## src/rtl/mem_arbiter.sv

```systemverilog
// mem_arbiter: round-robin arbiter that shares one variable-latency memory
// port between instruction fetch (port A) and load/store (port B). Only one
// transaction is in flight at a time. A watchdog aborts accesses that stall
// for TIMEOUT cycles.
module mem_arbiter #(
  parameter int ADDR_W  = 32,
  parameter int DATA_W  = 32,
  parameter int TIMEOUT = 16
) (
  input  logic              clock,
  input  logic              reset,
  input  logic              a_req,
  input  logic              a_we,
  input  logic [ADDR_W-1:0] a_addr,
  input  logic [DATA_W-1:0] a_wdata,
  input  logic [1:0]        a_size,
  output logic              a_busy,
  output logic              a_done,
  output logic              a_err,
  output logic [DATA_W-1:0] a_rdata,
  input  logic              b_req,
  input  logic              b_we,
  input  logic [ADDR_W-1:0] b_addr,
  input  logic [DATA_W-1:0] b_wdata,
  input  logic [1:0]        b_size,
  output logic              b_busy,
  output logic              b_done,
  output logic              b_err,
  output logic [DATA_W-1:0] b_rdata,
  output logic              mem_re,
  output logic              mem_we,
  output logic [ADDR_W-1:0] mem_addr,
  output logic [DATA_W-1:0] mem_wdata,
  output logic [1:0]        mem_size,
  input  logic [DATA_W-1:0] mem_rdata,
  input  logic              mem_ready
);

  // Watchdog counter only needs to reach TIMEOUT-1.
  localparam int CNT_W = (TIMEOUT > 1) ? $clog2(TIMEOUT) : 1;
  localparam logic [CNT_W-1:0] CNT_LAST = (TIMEOUT > 0) ? CNT_W'(TIMEOUT - 1) : {CNT_W{1'b0}};
  localparam logic WDOG_EN = (TIMEOUT != 0);

  typedef enum logic [0:0] {
    ST_IDLE = 1'b0,
    ST_BUSY = 1'b1
  } state_e;

  state_e            state_q;
  logic              owner_q;    // 0 = A, 1 = B
  logic              prio_q;     // 0 = A wins a tie, 1 = B wins a tie
  logic              we_q;
  logic [CNT_W-1:0]  cnt_q;
  logic              a_busy_q, a_done_q, a_err_q;
  logic              b_busy_q, b_done_q, b_err_q;
  logic [DATA_W-1:0] a_rdata_q, b_rdata_q;
  logic              mem_re_q, mem_we_q;
  logic [ADDR_W-1:0] mem_addr_q;
  logic [DATA_W-1:0] mem_wdata_q;
  logic [1:0]        mem_size_q;

  logic              a_elig_s, b_elig_s, grant_s, grant_b_s;
  logic              sel_we_s;
  logic [ADDR_W-1:0] sel_addr_s;
  logic [DATA_W-1:0] sel_wdata_s;
  logic [1:0]        sel_size_s;
  logic              timeout_s;
  logic              finish_s;
  logic [DATA_W-1:0] fin_rdata_s;

  // Arbitration and completion decode; a requester whose done pulse is up
  // this cycle is still holding its old request and must not be re-granted.
  always_comb begin
    a_elig_s = a_req & ~a_done_q;
    b_elig_s = b_req & ~b_done_q;
    grant_s  = a_elig_s | b_elig_s;
    if (a_elig_s && b_elig_s) begin
      grant_b_s = prio_q;
    end else begin
      grant_b_s = b_elig_s;
    end
    if (grant_b_s) begin
      sel_we_s    = b_we;
      sel_addr_s  = b_addr;
      sel_wdata_s = b_wdata;
      sel_size_s  = b_size;
    end else begin
      sel_we_s    = a_we;
      sel_addr_s  = a_addr;
      sel_wdata_s = a_wdata;
      sel_size_s  = a_size;
    end
    timeout_s = WDOG_EN & (cnt_q == CNT_LAST);
    finish_s  = mem_ready | timeout_s;
    if (mem_ready && !we_q) begin
      fin_rdata_s = mem_rdata;
    end else begin
      fin_rdata_s = {DATA_W{1'b0}};
    end
  end

  // Arbiter FSM; every output is a register that is loaded on grant and
  // cleared on completion, so the memory port is all-zero while idle.
  always_ff @(posedge clock or negedge reset) begin
    if (!reset) begin
      state_q     <= ST_IDLE;
      owner_q     <= 1'b0;
      prio_q      <= 1'b0;
      we_q        <= 1'b0;
      cnt_q       <= {CNT_W{1'b0}};
      a_busy_q    <= 1'b0;
      a_done_q    <= 1'b0;
      a_err_q     <= 1'b0;
      a_rdata_q   <= {DATA_W{1'b0}};
      b_busy_q    <= 1'b0;
      b_done_q    <= 1'b0;
      b_err_q     <= 1'b0;
      b_rdata_q   <= {DATA_W{1'b0}};
      mem_re_q    <= 1'b0;
      mem_we_q    <= 1'b0;
      mem_addr_q  <= {ADDR_W{1'b0}};
      mem_wdata_q <= {DATA_W{1'b0}};
      mem_size_q  <= 2'b00;
    end else begin
      a_done_q <= 1'b0;
      a_err_q  <= 1'b0;
      b_done_q <= 1'b0;
      b_err_q  <= 1'b0;
      case (state_q)
        ST_IDLE: begin
          if (grant_s) begin
            state_q     <= ST_BUSY;
            owner_q     <= grant_b_s;
            we_q        <= sel_we_s;
            cnt_q       <= {CNT_W{1'b0}};
            a_busy_q    <= ~grant_b_s;
            b_busy_q    <= grant_b_s;
            mem_re_q    <= ~sel_we_s;
            mem_we_q    <= sel_we_s;
            mem_addr_q  <= sel_addr_s;
            mem_wdata_q <= sel_wdata_s;
            mem_size_q  <= sel_size_s;
          end
        end
        ST_BUSY: begin
          if (finish_s) begin
            state_q     <= ST_IDLE;
            prio_q      <= ~owner_q;
            cnt_q       <= {CNT_W{1'b0}};
            a_busy_q    <= 1'b0;
            b_busy_q    <= 1'b0;
            mem_re_q    <= 1'b0;
            mem_we_q    <= 1'b0;
            mem_addr_q  <= {ADDR_W{1'b0}};
            mem_wdata_q <= {DATA_W{1'b0}};
            mem_size_q  <= 2'b00;
            if (owner_q) begin
              b_done_q  <= 1'b1;
              b_err_q   <= ~mem_ready;
              b_rdata_q <= fin_rdata_s;
            end else begin
              a_done_q  <= 1'b1;
              a_err_q   <= ~mem_ready;
              a_rdata_q <= fin_rdata_s;
            end
          end else begin
            cnt_q <= cnt_q + {{(CNT_W-1){1'b0}}, 1'b1};
          end
        end
        default: begin
          state_q <= ST_IDLE;
        end
      endcase
    end
  end

  assign a_busy    = a_busy_q;
  assign a_done    = a_done_q;
  assign a_err     = a_err_q;
  assign a_rdata   = a_rdata_q;
  assign b_busy    = b_busy_q;
  assign b_done    = b_done_q;
  assign b_err     = b_err_q;
  assign b_rdata   = b_rdata_q;
  assign mem_re    = mem_re_q;
  assign mem_we    = mem_we_q;
  assign mem_addr  = mem_addr_q;
  assign mem_wdata = mem_wdata_q;
  assign mem_size  = mem_size_q;

endmodule

```

## config.mk

```make
export PLATFORM = sky130hd
export DESIGN_NAME = mem_arbiter
export DESIGN_NICKNAME = d
export VERILOG_FILES = /design/src/rtl/mem_arbiter.sv
export SDC_FILE = /design/constraint.sdc
export NUM_CORES = 1
export LEC_CHECK = 0
export BUFFER_PORTS_ARGS = -buffer_cell sky130_fd_sc_hd__buf_4
export CAP_MARGIN = 10
export CORE_MARGIN = 2
export CORE_UTILIZATION = 48
export CTS_CLUSTER_SIZE = 20
export DETAILED_ROUTE_END_ITERATION = 8
export PLACE_DENSITY = 0.81
export SLEW_MARGIN = 20
export SYNTH_ARGS = -nofsm -noshare
export SYNTH_HDL_FRONTEND = slang
export SYNTH_SLANG_ARGS = --single-unit
```

## constraint.sdc

```tcl
create_clock -name clock -period 2.2 [get_ports clock]
set_input_delay 0.33 -clock clock [delete_from_list [all_inputs] [get_ports clock]]
set_output_delay 0.33 -clock clock [all_outputs]
set_load 0.01 [all_outputs]
```

### Word level (Yosys, flattened, before mapping)

Index checks and enable logic that the tools add are counted.
Widths: inputs -> output; s select.

| storage, ports and cells | value |
|---|---|
| register bits after elaboration | 146 |
| latch bits | 0 |
| RAM bits | 0 |
| ROM bits | 0 |
| input bits | 171 |
| output and inout bits | 138 |
| logic and storage cells | 82 |
| memories kept | 0 |

| operators by class | value |
|---|---|
| $add $sub $neg | 1 |
| multipliers | 0 |
| div/mod/pow operators | 0 |
| order comparisons | 0 |
| equality and inequality tests | 3 |
| shift operators | 0 |
| muxes and demuxes | 41 |
| bitwise logic cells | 11 |
| reductions and logical operators | 8 |

Operators by type and width:

| kind | count |
|---|---|
| $mux 32 | 6 |
| $pmux 32 s2 | 2 |
| $mux 1 | 21 |
| $pmux 1 s2 | 5 |
| $mux 4 | 2 |
| $pmux 4 s2 | 1 |
| $not 1->1 | 7 |
| $mux 2 | 3 |
| $reduce_and 2->1 | 3 |
| $reduce_and 3->1 | 2 |
| $add 4x1->4 const B | 1 |
| $eq 4x4->1 const B | 1 |
| $pmux 2 s2 | 1 |
| $and 1x1->1 | 2 |
| $logic_and 1x1->1 | 2 |
| $ne 2x1->1 const B | 1 |
| $ne 2x2->1 const B | 1 |
| $or 1x1->1 | 2 |
| $logic_not 1->1 | 1 |

### Logic depth before layout (Yosys ltp)

Gate-level depths: netlist (run 1).

| depth | value |
|---|---|
| depth after elaboration | 8 |
| gate-level depth with buffers | 7 |
| mapped depth without buffers | 4 |

### Worst setup path before layout (run 1)

OpenSTA, ideal clock, no wires.

| timing path | value |
|---|---|
| kind | flip-flop to flip-flop |
| start point | register a_done_q (netlist: a_done) |
| end point | register mem_addr_q[13] (netlist: mem_addr[13]) |
| library setup time | 0.086 ns |
| arrival time | 1.576 ns |
| data required time | 2.114 ns |
| setup slack | 0.538 ns |
| stages on the path, launching flop included | 8 |
| buffers on the path | 4 |
| period minus slack after synthesis | 1.662 ns |
| path through | dfrtp_1 > or3b_1 > buf_2 > and2_4 > buf_6 > buf_6 > buf_6 > o221ai_2 |

| between the ends | value |
|---|---|
| cells in the longest elaborated chain, start to end | 7 |
| elaborated cells on any way between the ends | 10 |
| classes of those cells | eq/ne: 1; mux: 4; bitwise: 3; reduce/logical: 2 |

RTL lines:

| what | line | source |
|---|---|---|
| start: declaration | 54 | `logic a_busy_q, a_done_q, a_err_q;` |
| start signal: assignment | 112 | `a_done_q <= 1'b0;` |
| start signal: assignment | 125 | `a_done_q <= 1'b0;` |
| start signal: assignment | 162 | `a_done_q <= 1'b1;` |
| $not 1->1 * | 74 | `a_elig_s = a_req & ~a_done_q;` |
| $and 1x1->1 * | 74 |  |
| $logic_and 1x1->1 | 77 | `if (a_elig_s && b_elig_s) begin` |
| $mux 1 | 77 |  |
| $mux 32 | 82 | `if (grant_b_s) begin` |
| $mux 32 | 131 | `if (grant_s) begin` |
| $pmux 32 s2 | 129 | `case (state_q)` |
| end signal: assignment | 121 | `mem_addr_q <= {ADDR_W{1'b0}};` |
| end signal: assignment | 140 | `mem_addr_q <= sel_addr_s;` |
| end signal: assignment | 154 | `mem_addr_q <= {ADDR_W{1'b0}};` |
| end: declaration | 58 | `logic [ADDR_W-1:0] mem_addr_q;` |

Every way passes the cells marked *; elsewhere a longest branch is shown, timed or not. The select of a mux whose other input is x is not followed.
A chain may end at the register's enable or synchronous reset.

### Worst setup path after layout (run 1)

| timing path | value |
|---|---|
| start point | register cnt_q[0] |
| end point | register b_rdata_q[24] (netlist: b_rdata[24]) |

| between the ends | value |
|---|---|
| cells in the longest elaborated chain, start to end | 3 |

RTL lines:

| what | line | source |
|---|---|---|
| start: declaration | 53 | `logic [CNT_W-1:0] cnt_q;` |
| start signal: assignment | 110 | `cnt_q <= {CNT_W{1'b0}};` |
| start signal: assignment | 135 | `cnt_q <= {CNT_W{1'b0}};` |
| start signal: assignment | 149 | `cnt_q <= {CNT_W{1'b0}};` |
| $eq 4x4->1 | 93 | `timeout_s = WDOG_EN & (cnt_q == CNT_LAST);` |
| $or 1x1->1 | 94 | `finish_s = mem_ready \| timeout_s;` |
| $reduce_and 3->1 (no source line) | n/a |  |
| end signal: assignment | 118 | `b_rdata_q <= {DATA_W{1'b0}};` |
| end signal: assignment | 160 | `b_rdata_q <= fin_rdata_s;` |
| end: declaration | 56 | `logic [DATA_W-1:0] a_rdata_q, b_rdata_q;` |

No other way between the ends.

==> results of run 1 <==
-- state kept, by name, summed over array words and instances (netlist names) --
signal     count
a_rdata       32
b_rdata       32
mem_addr      32
mem_wdata     32
cnt_q          4
mem_size       2
a_busy         1
a_done         1
a_err          1
b_busy         1
b_done         1
b_err          1
mem_re         1
mem_we         1
owner_q        1
prio_q         1
state_q        1
we_q           1
-- layer usage --
layer / up-vias / wire length [µm] / GRT usage
met5: - / 0 / 0
met4: 0 / 415 / 0.0850
met3: 34 / 1970 / 0.101
met2: 288 / 10200 / 0.424
met1: 3056 / 8480 / 0.346
li1: 2893 / - / -
-- per-stage QoR --
stage / std cells / power [W]
after global routing: 1091 / 0.0123
after global placement: 1059 / 0.00863
after floorplan: 624 / 0.00645
after CTS: 1091 / 0.0117
final: 1091 / 0.0116
after detailed placement: 1059 / 0.00873
-- repair_timing --
action / in CTS / in global routing
setup endpoints to repair: 0 / 64
hold buffers: 1 / 0
hold endpoints to repair: 27 / 0
gates resized for setup: 0 / 2
-- cells in the final DEF, fill, tap and decap left out, drive strengths merged --
cell           n
o21ai          1
o22ai          1
nand4         68
mux2          65
nor2b          5
buf          320
inv           72
nor4b          1
o22a           1
clkinv         6
or4            1
nor2           4
o221ai        66
dlygate4sd3    1
o2bb2ai        2
a22o           2
clkbuf        22
or3b           1
a22oi          1
dfrtp        146
bufinv         3
a221o          1
o211ai        66
a221oi         2
nand2          1
nand3          3
nor3           3
and3b          1
nand2b         3
a32oi          1
and2          34
a21bo          1
a31oi          1
ha             1
-- worst max path at each step --
stage	startpoint	endpoint	slack, ps	cells past startpoint
after detailed placement	cnt_q[0]	a_rdata[12]	30	4
final	cnt_q[0]	b_rdata[24]	130	4
after floorplan	a_done	mem_addr[13]	540	7
after global routing	cnt_q[0]	b_rdata[27]	20	4
after CTS	cnt_q[0]	b_rdata[24]	20	4
after global placement	cnt_q[0]	b_rdata[27]	70	4
-- cells by family (layout without fill, tap and decap cells) --
logic type	after synthesis	in the layout	share of synthesized area
flip-flops	146	146	0.521
multiplexers	65	65	0.104
AO/OA/AOI/OAI	146	146	0.180
buffers and inverters	141	424	0.0817
adder cells (fa/ha/maj)	1	1	0.00178
AND/OR/NAND/NOR	125	125	0.111
-- cells in the mapped netlist (3+ instances only) --
cell      number  share of area
clkbuf_1      43          0.023
and2_1        33          0.029
buf_1          6         0.0032
dfrtp_1      146           0.52
inv_1         72          0.039
o221ai_1      56          0.070
o221ai_2      10          0.021
nand3_1        3         0.0021
nand2b_1       3         0.0027
o211ai_1      66          0.071
buf_2         17          0.012
nor2b_1        5         0.0045
mux2_2        65           0.10
nand4_1       68          0.061
nor3_1         3         0.0021
buf_6          3         0.0048
-- area by class of cell --
| class | count | area, µm² |
|---|---|---|
| clock inverter | 9 | 131 |
| fill | 1089 | 4350 |
| sequential | 146 | 3650 |
| timing repair buffer | 321 | 2480 |
| tap | 184 | 230 |
| clock buffer | 22 | 464 |
| inverter | 72 | 273 |
| multi-input combinational | 337 | 2840 |
-- power by group --
part           switching (W)  leakage [nW]  internal (W)  total [W]
logic                0.00232          2.60       0.00224    0.00456
clock network        0.00107         0.294       0.00184    0.00291
registers           0.000534          1.93       0.00361    0.00414
total                0.00392          4.83       0.00769     0.0116
==> reports/metrics.csv, run 1 <==
metric,value,unit
hold_path.class,in -> reg,
whs,163,ps
syn_inst,624,
std_cell_rows,44,
r2r-end,b_rdata[24],
final_util,0.698,
fin_ws,134,ps
setup_violations,0,
drv_cap,0,
status,finished clean,
rsz0062_at_grt,false,
syn_nets,796,
cp_top_family,simple AND/OR/NAND/NOR gates,
clock_sinks,146,
synth_cell_types,36,
numCtsBuffers,17,
finalInstanceArea,10100,µm²
power.leakage,4.83,nW
critPathMaxFanout,33,
crit_arrival,2360,ps
tns,0,ps
start_kind,flip-flop,
cts_tree,yes,
grt_pass1_wl,33500,µm
seq_area_frac_synth,0.521,
finClkSkew,8.84,ps
holdCritStartpoint,mem_ready,
max_clock_freq,484,MHz
antenna_cells,0,
min_period,2070,ps
ys.flop_type,dfrtp_1,
min_path_cells,2,
grt_max_degree,136,
synth_edf_count,0,
drtIter0Drc,498,
wl,21100,µm
ff2ff_path_depth,4,
postPlaceCellArea,9450,µm²
cp_slowest_cell,nor2_4,
overflow,0,
dr.pass1.iters,5,
max_stage_delay,760,ps
area_delta_synth_final,43.6,%
ioPinCount,309,
antenna_left,0,
grtUsageTotal,0.269,
initial_core_util,0.486,
vias_per_cell,5.75,
cts.clk_slew.worst_paths,60,ps
drv_slew,0,
grt_pass1_vias,6110,
critPathKind,reg -> reg,
clkLatencyLatePin,410,ps
end_kind,flip-flop,
max-vdd-ir-drop,830,µV
ys_ff_latch,146,
fp.dieW,125,µm
post-route-period-util,0.939,
async_flop_share,1.00,
clockRootBuffer,clkbuf_16,
postSynthAreaPerCell,11.2,µm²
antenna_found_initial,0,
hold_viol,0,
required,2490,ps
port_buffers,308,
r2r_start,cnt_q[0],
fin_nets,1067,
dp_worst_setup_slack,30.9,ps
synth_area,7010,µm²
cts_buffer_depth,2,
drc,0,
hpwl,13800,µm
r2r_setup_slack,130,ps
ctsHtreeMaxLevel,4,
cp_cell_sequence,"ha_2, a31oi_4, nor2_4, mux2_2",
final_layout_size_suffix_gt1_frac,0.480,
yosysWarnings,0,
post_cts_buffers,0,
gp_congestion,0.829,
core,14400,µm²
power.density,1150,nW/µm²
worst-path-buf-inv,0,
holdPathEnd,a_err,
relSlewSlack,0.354,
worstMarginPinSlew,967,ps
num_vias,6271,
die_h,125,µm
die-area,15600,µm²
routedWlPerCell,19.3,µm
Note: power is estimated with default switching activity, not from simulation.
==> run 2: changes to the inputs <==
- CORE_UTILIZATION: 48 -> 30
- CTS_BUF_LIST: default -> sky130_fd_sc_hd__clkbuf_8
- PLACE_DENSITY: 0.81 -> default
==> reports/metrics.csv, run 2 (synthesis gave the netlist of run 1 again) <==
metric,value,unit,change
fin_nets,1074,,+0.66%
final_util,0.442,,-0.257
critPathKind,reg -> reg,,
grt_pass1_vias,6201,,+1.5%
tns,0,ps,unchanged
max_clock_freq,537,MHz,+11%
num_vias,6197,,-1.2%
ff2ff_path_depth,3,,-1
final_common_cell,buf_4,,
power.leakage,4.76,nW,-1.5%
rsz0062_at_grt,false,,
cts_tree,yes,,
hpwl,15500,µm,+12%
max-vdd-ir-drop,678,µV,-18%
area_delta_synth_final,43.4,%,
fp.dieW,157,µm,+26%
wl,23100,µm,+9.5%
overflow,0,,unchanged
setup_violations,0,,unchanged
worstMarginPinSlew,923,ps,-44.6 ps
min_period,1860,ps,-205 ps
clockRootBuffer,clkbuf_8,,
required,2560,ps,+70 ps
antenna_cells,0,,unchanged
layout_common_cells,"buf_4, dfrtp_1, inv_1",,
end_kind,flip-flop,,
r2r-end,mem_wdata[13],,
drv_slew,0,,unchanged
antenna_left,0,,unchanged
power.density,1070,nW/µm²,-7.3%
grt_max_degree,136,,unchanged
holdPathEnd,a_err,,
start_kind,flip-flop,,
drc,0,,unchanged
grtUsageTotal,0.183,,-0.0856
relSlewSlack,0.385,,+0.0313
critPathMaxFanout,69,,+110%
core,22800,µm²,+58%
gp_congestion,0.750,,-9.5%
ctsHtreeMaxLevel,4,,unchanged
drv_cap,0,,unchanged
hold_path.class,in -> reg,,
cts.clk_slew.worst_paths,90,ps,+30 ps
dr.pass1.iters,5,,unchanged
vias_per_cell,5.05,,-12%
die-area,24600,µm²,+58%
routedWlPerCell,18.8,µm,-2.7%
drtIter0Drc,302,,-39%
crit_arrival,2220,ps,-140 ps
grt_pass1_wl,35000,µm,+4.3%
clock_sinks,146,,unchanged
finClkSkew,17.8,ps,+8.96 ps
hold_viol,0,,unchanged
status,finished clean,,
min_path_cells,2,,unchanged
post-route-period-util,0.846,,-0.0933
post_cts_buffers,0,,unchanged
port_buffers,308,,unchanged
final_layout_size_suffix_gt1_frac,0.486,,+0.00674
clkLatencyLatePin,450,ps,+40 ps
antenna_found_initial,0,,unchanged
holdCritStartpoint,mem_ready,,
r2r_setup_slack,340,ps,+210 ps
initial_core_util,0.308,,-0.178
r2r_start,a_done,,
numCtsBuffers,17,,unchanged
cts_buffer_depth,2,,unchanged
ioPinCount,309,,unchanged
die_h,157,µm,+26%
std_cell_rows,55,,+25%
[run 2: cell count changes in the layout (fill, tap and decap cells not counted), sizes merged]
cell	change
buf	+7
clkinvlp	+2
clkbuf	-5
inv	+7
bufinv	-3
[run 2: final cells by class]
cell class | count | area (µm²)
fillers | 2240 | 12700
multi-input cells | 337 | 2830
inverters | 72 | 273
repair buffers | 328 | 2560
well taps | 313 | 392
clock buffers | 17 | 234
flip-flops and latches | 146 | 3650
clock inverters | 15 | 123
[run 2: layer usage]
layer / share of wire / wire [µm] / global-route usage
met1: 0.42 / 9610 / 0.230
met2: 0.46 / 10600 / 0.292
met3: 0.11 / 2530 / 0.0721
met4: 0.014 / 328 / 0.0546
met5: 0 / 0 / 0
[run 2: what timing repair did]
action                                 in CTS  in global routing
gates resized for setup                     0                  0
endpoints found under the hold margin      40                  0
hold buffers                                1                  0
[run 2: worst max-delay path, stage by stage, from the launching register on]
cell and delay [ps]:
dfrtp_1 420, or3b_2 540, and2_4 400, o221ai_1 310
[run 2: where the power goes]
part	switching [W]	total, W	leakage (nW)	internal (W)
Clock	0.00119	0.00200	0.181	0.000811
Combinational	0.00233	0.00461	2.64	0.00228
Sequential	0.000534	0.00413	1.93	0.00360
Total	0.00406	0.0107	4.76	0.00669
[run 2: worst max path at each step]
stage	slack (ps)	depth (start not counted)	startpoint	end
3_3_place_gp	290	4	a_req	mem_wdata[0]
3_5_place_dp	240	4	a_req	mem_wdata[13]
5_1_grt	250	3	a_done	mem_wdata[12]
6_report	340	3	a_done	mem_wdata[13]
2_1_floorplan	540	7	a_done	mem_addr[13]
4_1_cts	310	3	a_done	owner_q
[run 2: metrics by stage]
stage               instances  cell area [µm²]  setup WS (ps)  hold slack [ps]  total power [W]
global route             1228            10100            254             87.5           0.0115
CTS                      1228            10100            306             86.7           0.0109
detailed placement       1195             9690            243              317          0.00887
finish                   1228            10100            339              121           0.0107
global placement         1195             9690            287              321          0.00881
floorplan                 624             7010            538             34.4          0.00645
==> run 3: changes to the inputs <==
- clock period: 2.2 -> 1.8 ns (I/O delays scaled with it)
==> reports/metrics.csv, run 3 (synthesis gave the netlist of run 1 again) <==
metric,value,unit,change
drtIter0Drc,278,,-7.9%
layout_common_cells,"buf_4, dfrtp_1, inv_1",,
postPlaceCellArea,9920,µm²,+2.3%
grtUsageTotal,0.182,,-0.00113
fillers,2204,,-1.6%
cts_tree,yes,,
worstMarginPinSlew,473,ps,-450 ps
max_stage_delay,550,ps,about the same
setup_violations,0,,unchanged
grt_pass1_vias,6227,,+0.42%
port_buffers,308,,unchanged
die-area,24600,µm²,unchanged
dp_worst_setup_slack,120,ps,-122 ps
start_kind,flip-flop,,
routedWlPerCell,18.4,µm,-1.9%
hold_viol,0,,unchanged
antenna_left,0,,unchanged
drv_slew,0,,unchanged
fin_nets,1086,,+1.1%
required,2140,ps,-420 ps
ctsHtreeMaxLevel,4,,unchanged
overflow,0,,unchanged
initial_core_util,0.308,,unchanged
gp_congestion,0.765,,+1.9%
clkLatencyLatePin,460,ps,about the same
vias_per_cell,5.04,,-0.18%
multi_input_area,2830,µm²,about the same
clock_sinks,146,,unchanged
grt_max_degree,67,,-51%
min_period,1690,ps,-169 ps
clockRootBuffer,clkbuf_8,,
num_vias,6246,,+0.79%
area_delta_synth_final,47.9,%,
post_cts_buffers,0,,unchanged
hpwl,16100,µm,+4.3%
grt_pass1_wl,35000,µm,-0.12%
die_h,157,µm,unchanged
crit_arrival,2030,ps,-190 ps
power.density,1330,nW/µm²,+24%
drv_cap,0,,unchanged
power,0.0138,W,+28%
status,finished clean,,
cts_buffer_depth,2,,unchanged
rsz0062_at_grt,false,,
core,22800,µm²,unchanged
final_common_cell,buf_4,,
std_cell_rows,55,,unchanged
wl,22900,µm,-0.89%
max_clock_freq,591,MHz,+10%
worst-path-buf-inv,1,,+1
dr.pass1.iters,4,,-1
final_layout_size_suffix_gt1_frac,0.494,,+0.00773
fin_ws,109,ps,-231 ps
cp_cell_sequence,"or3b_2, and2_4, buf_12, a22o_1",,
antenna_found_initial,0,,unchanged
tns,0,ps,unchanged
finalInstanceArea,10400,µm²,+3.1%
power.leakage,4.90,nW,+3.1%
post-route-period-util,0.940,,+0.0939
end_kind,flip-flop,,
cts.clk_slew.worst_paths,100,ps,about the same
cp_top_family,simple AND/OR/NAND/NOR gates,,
fp.dieW,157,µm,unchanged
drc,0,,unchanged
finClkSkew,19.9,ps,+2.13 ps
antenna_cells,0,,unchanged
relSlewSlack,0.682,,+0.297
critPathMaxFanout,33,,-52%
max-vdd-ir-drop,693,µV,+2.2%
cp_slowest_cell,or3b_2,,
ioPinCount,309,,unchanged
seq_area,3650,µm²,unchanged
critPathKind,reg -> reg,,
numCtsBuffers,17,,unchanged
hold_path.class,in -> reg,,
[run 3: cell types whose count changed in the layout (fill, tap and decap cells not counted), sizes merged]
cell,before,now
buf,327,339
bufinv,0,2
clkbuf,17,18
clkinv,6,5
clkinvlp,2,0
[run 3: routing by layer]
layer	track usage	part of all wire	routed length [µm]	vias up
met2	0.292	0.46	10500	279
met1	0.227	0.42	9490	3004
li1	-	-	-	2939
met4	0.0498	0.014	331	0
met5	0	0	0	-
met3	0.0738	0.11	2560	24
[run 3: area by class of cell]
class	instances	share of cell area
clock buffer	18	0.0239
clock inverter	14	0.0186
inverter	72	0.0263
multi-input combinational	337	0.273
sequential	146	0.352
tap	313	0.0378
timing repair buffer	340	0.268
[run 3: worst paths after layout]
path	startpoint	endpoint	slack, ps	cells after the start
max	a_done	owner_q	110	4
min	mem_ready	b_err	50	2
max reg2reg	a_done	owner_q	110	4
min reg2reg	prio_q	prio_q	510	1
max in group asynchronous	reset	mem_wdata[21]	860	3
min in group asynchronous	reset	a_rdata[30]	310	2
[run 3: what timing repair did]
action	CTS	global route
resized for setup	0	1
setup endpoints to repair	0	2
endpoints found under the hold margin	37	0
hold buffers	1	0
[run 3: per-stage QoR]
stage,instances,hold WS (ps),util
final,1240,46.6,0.455
after global routing,1240,12.9,0.455
after CTS,1240,9.90,0.455
after detailed placement,1207,241,0.435
after global placement,1207,233,0.435
after floorplan,624,-25.6,-
[run 3: power breakdown]
group          switching [W]  internal, W  leakage (nW)  total, W
clock                0.00152      0.00135         0.223   0.00287
combinational        0.00288      0.00299          2.75   0.00586
sequential          0.000659      0.00440          1.93   0.00506
total                0.00505      0.00874          4.90    0.0138
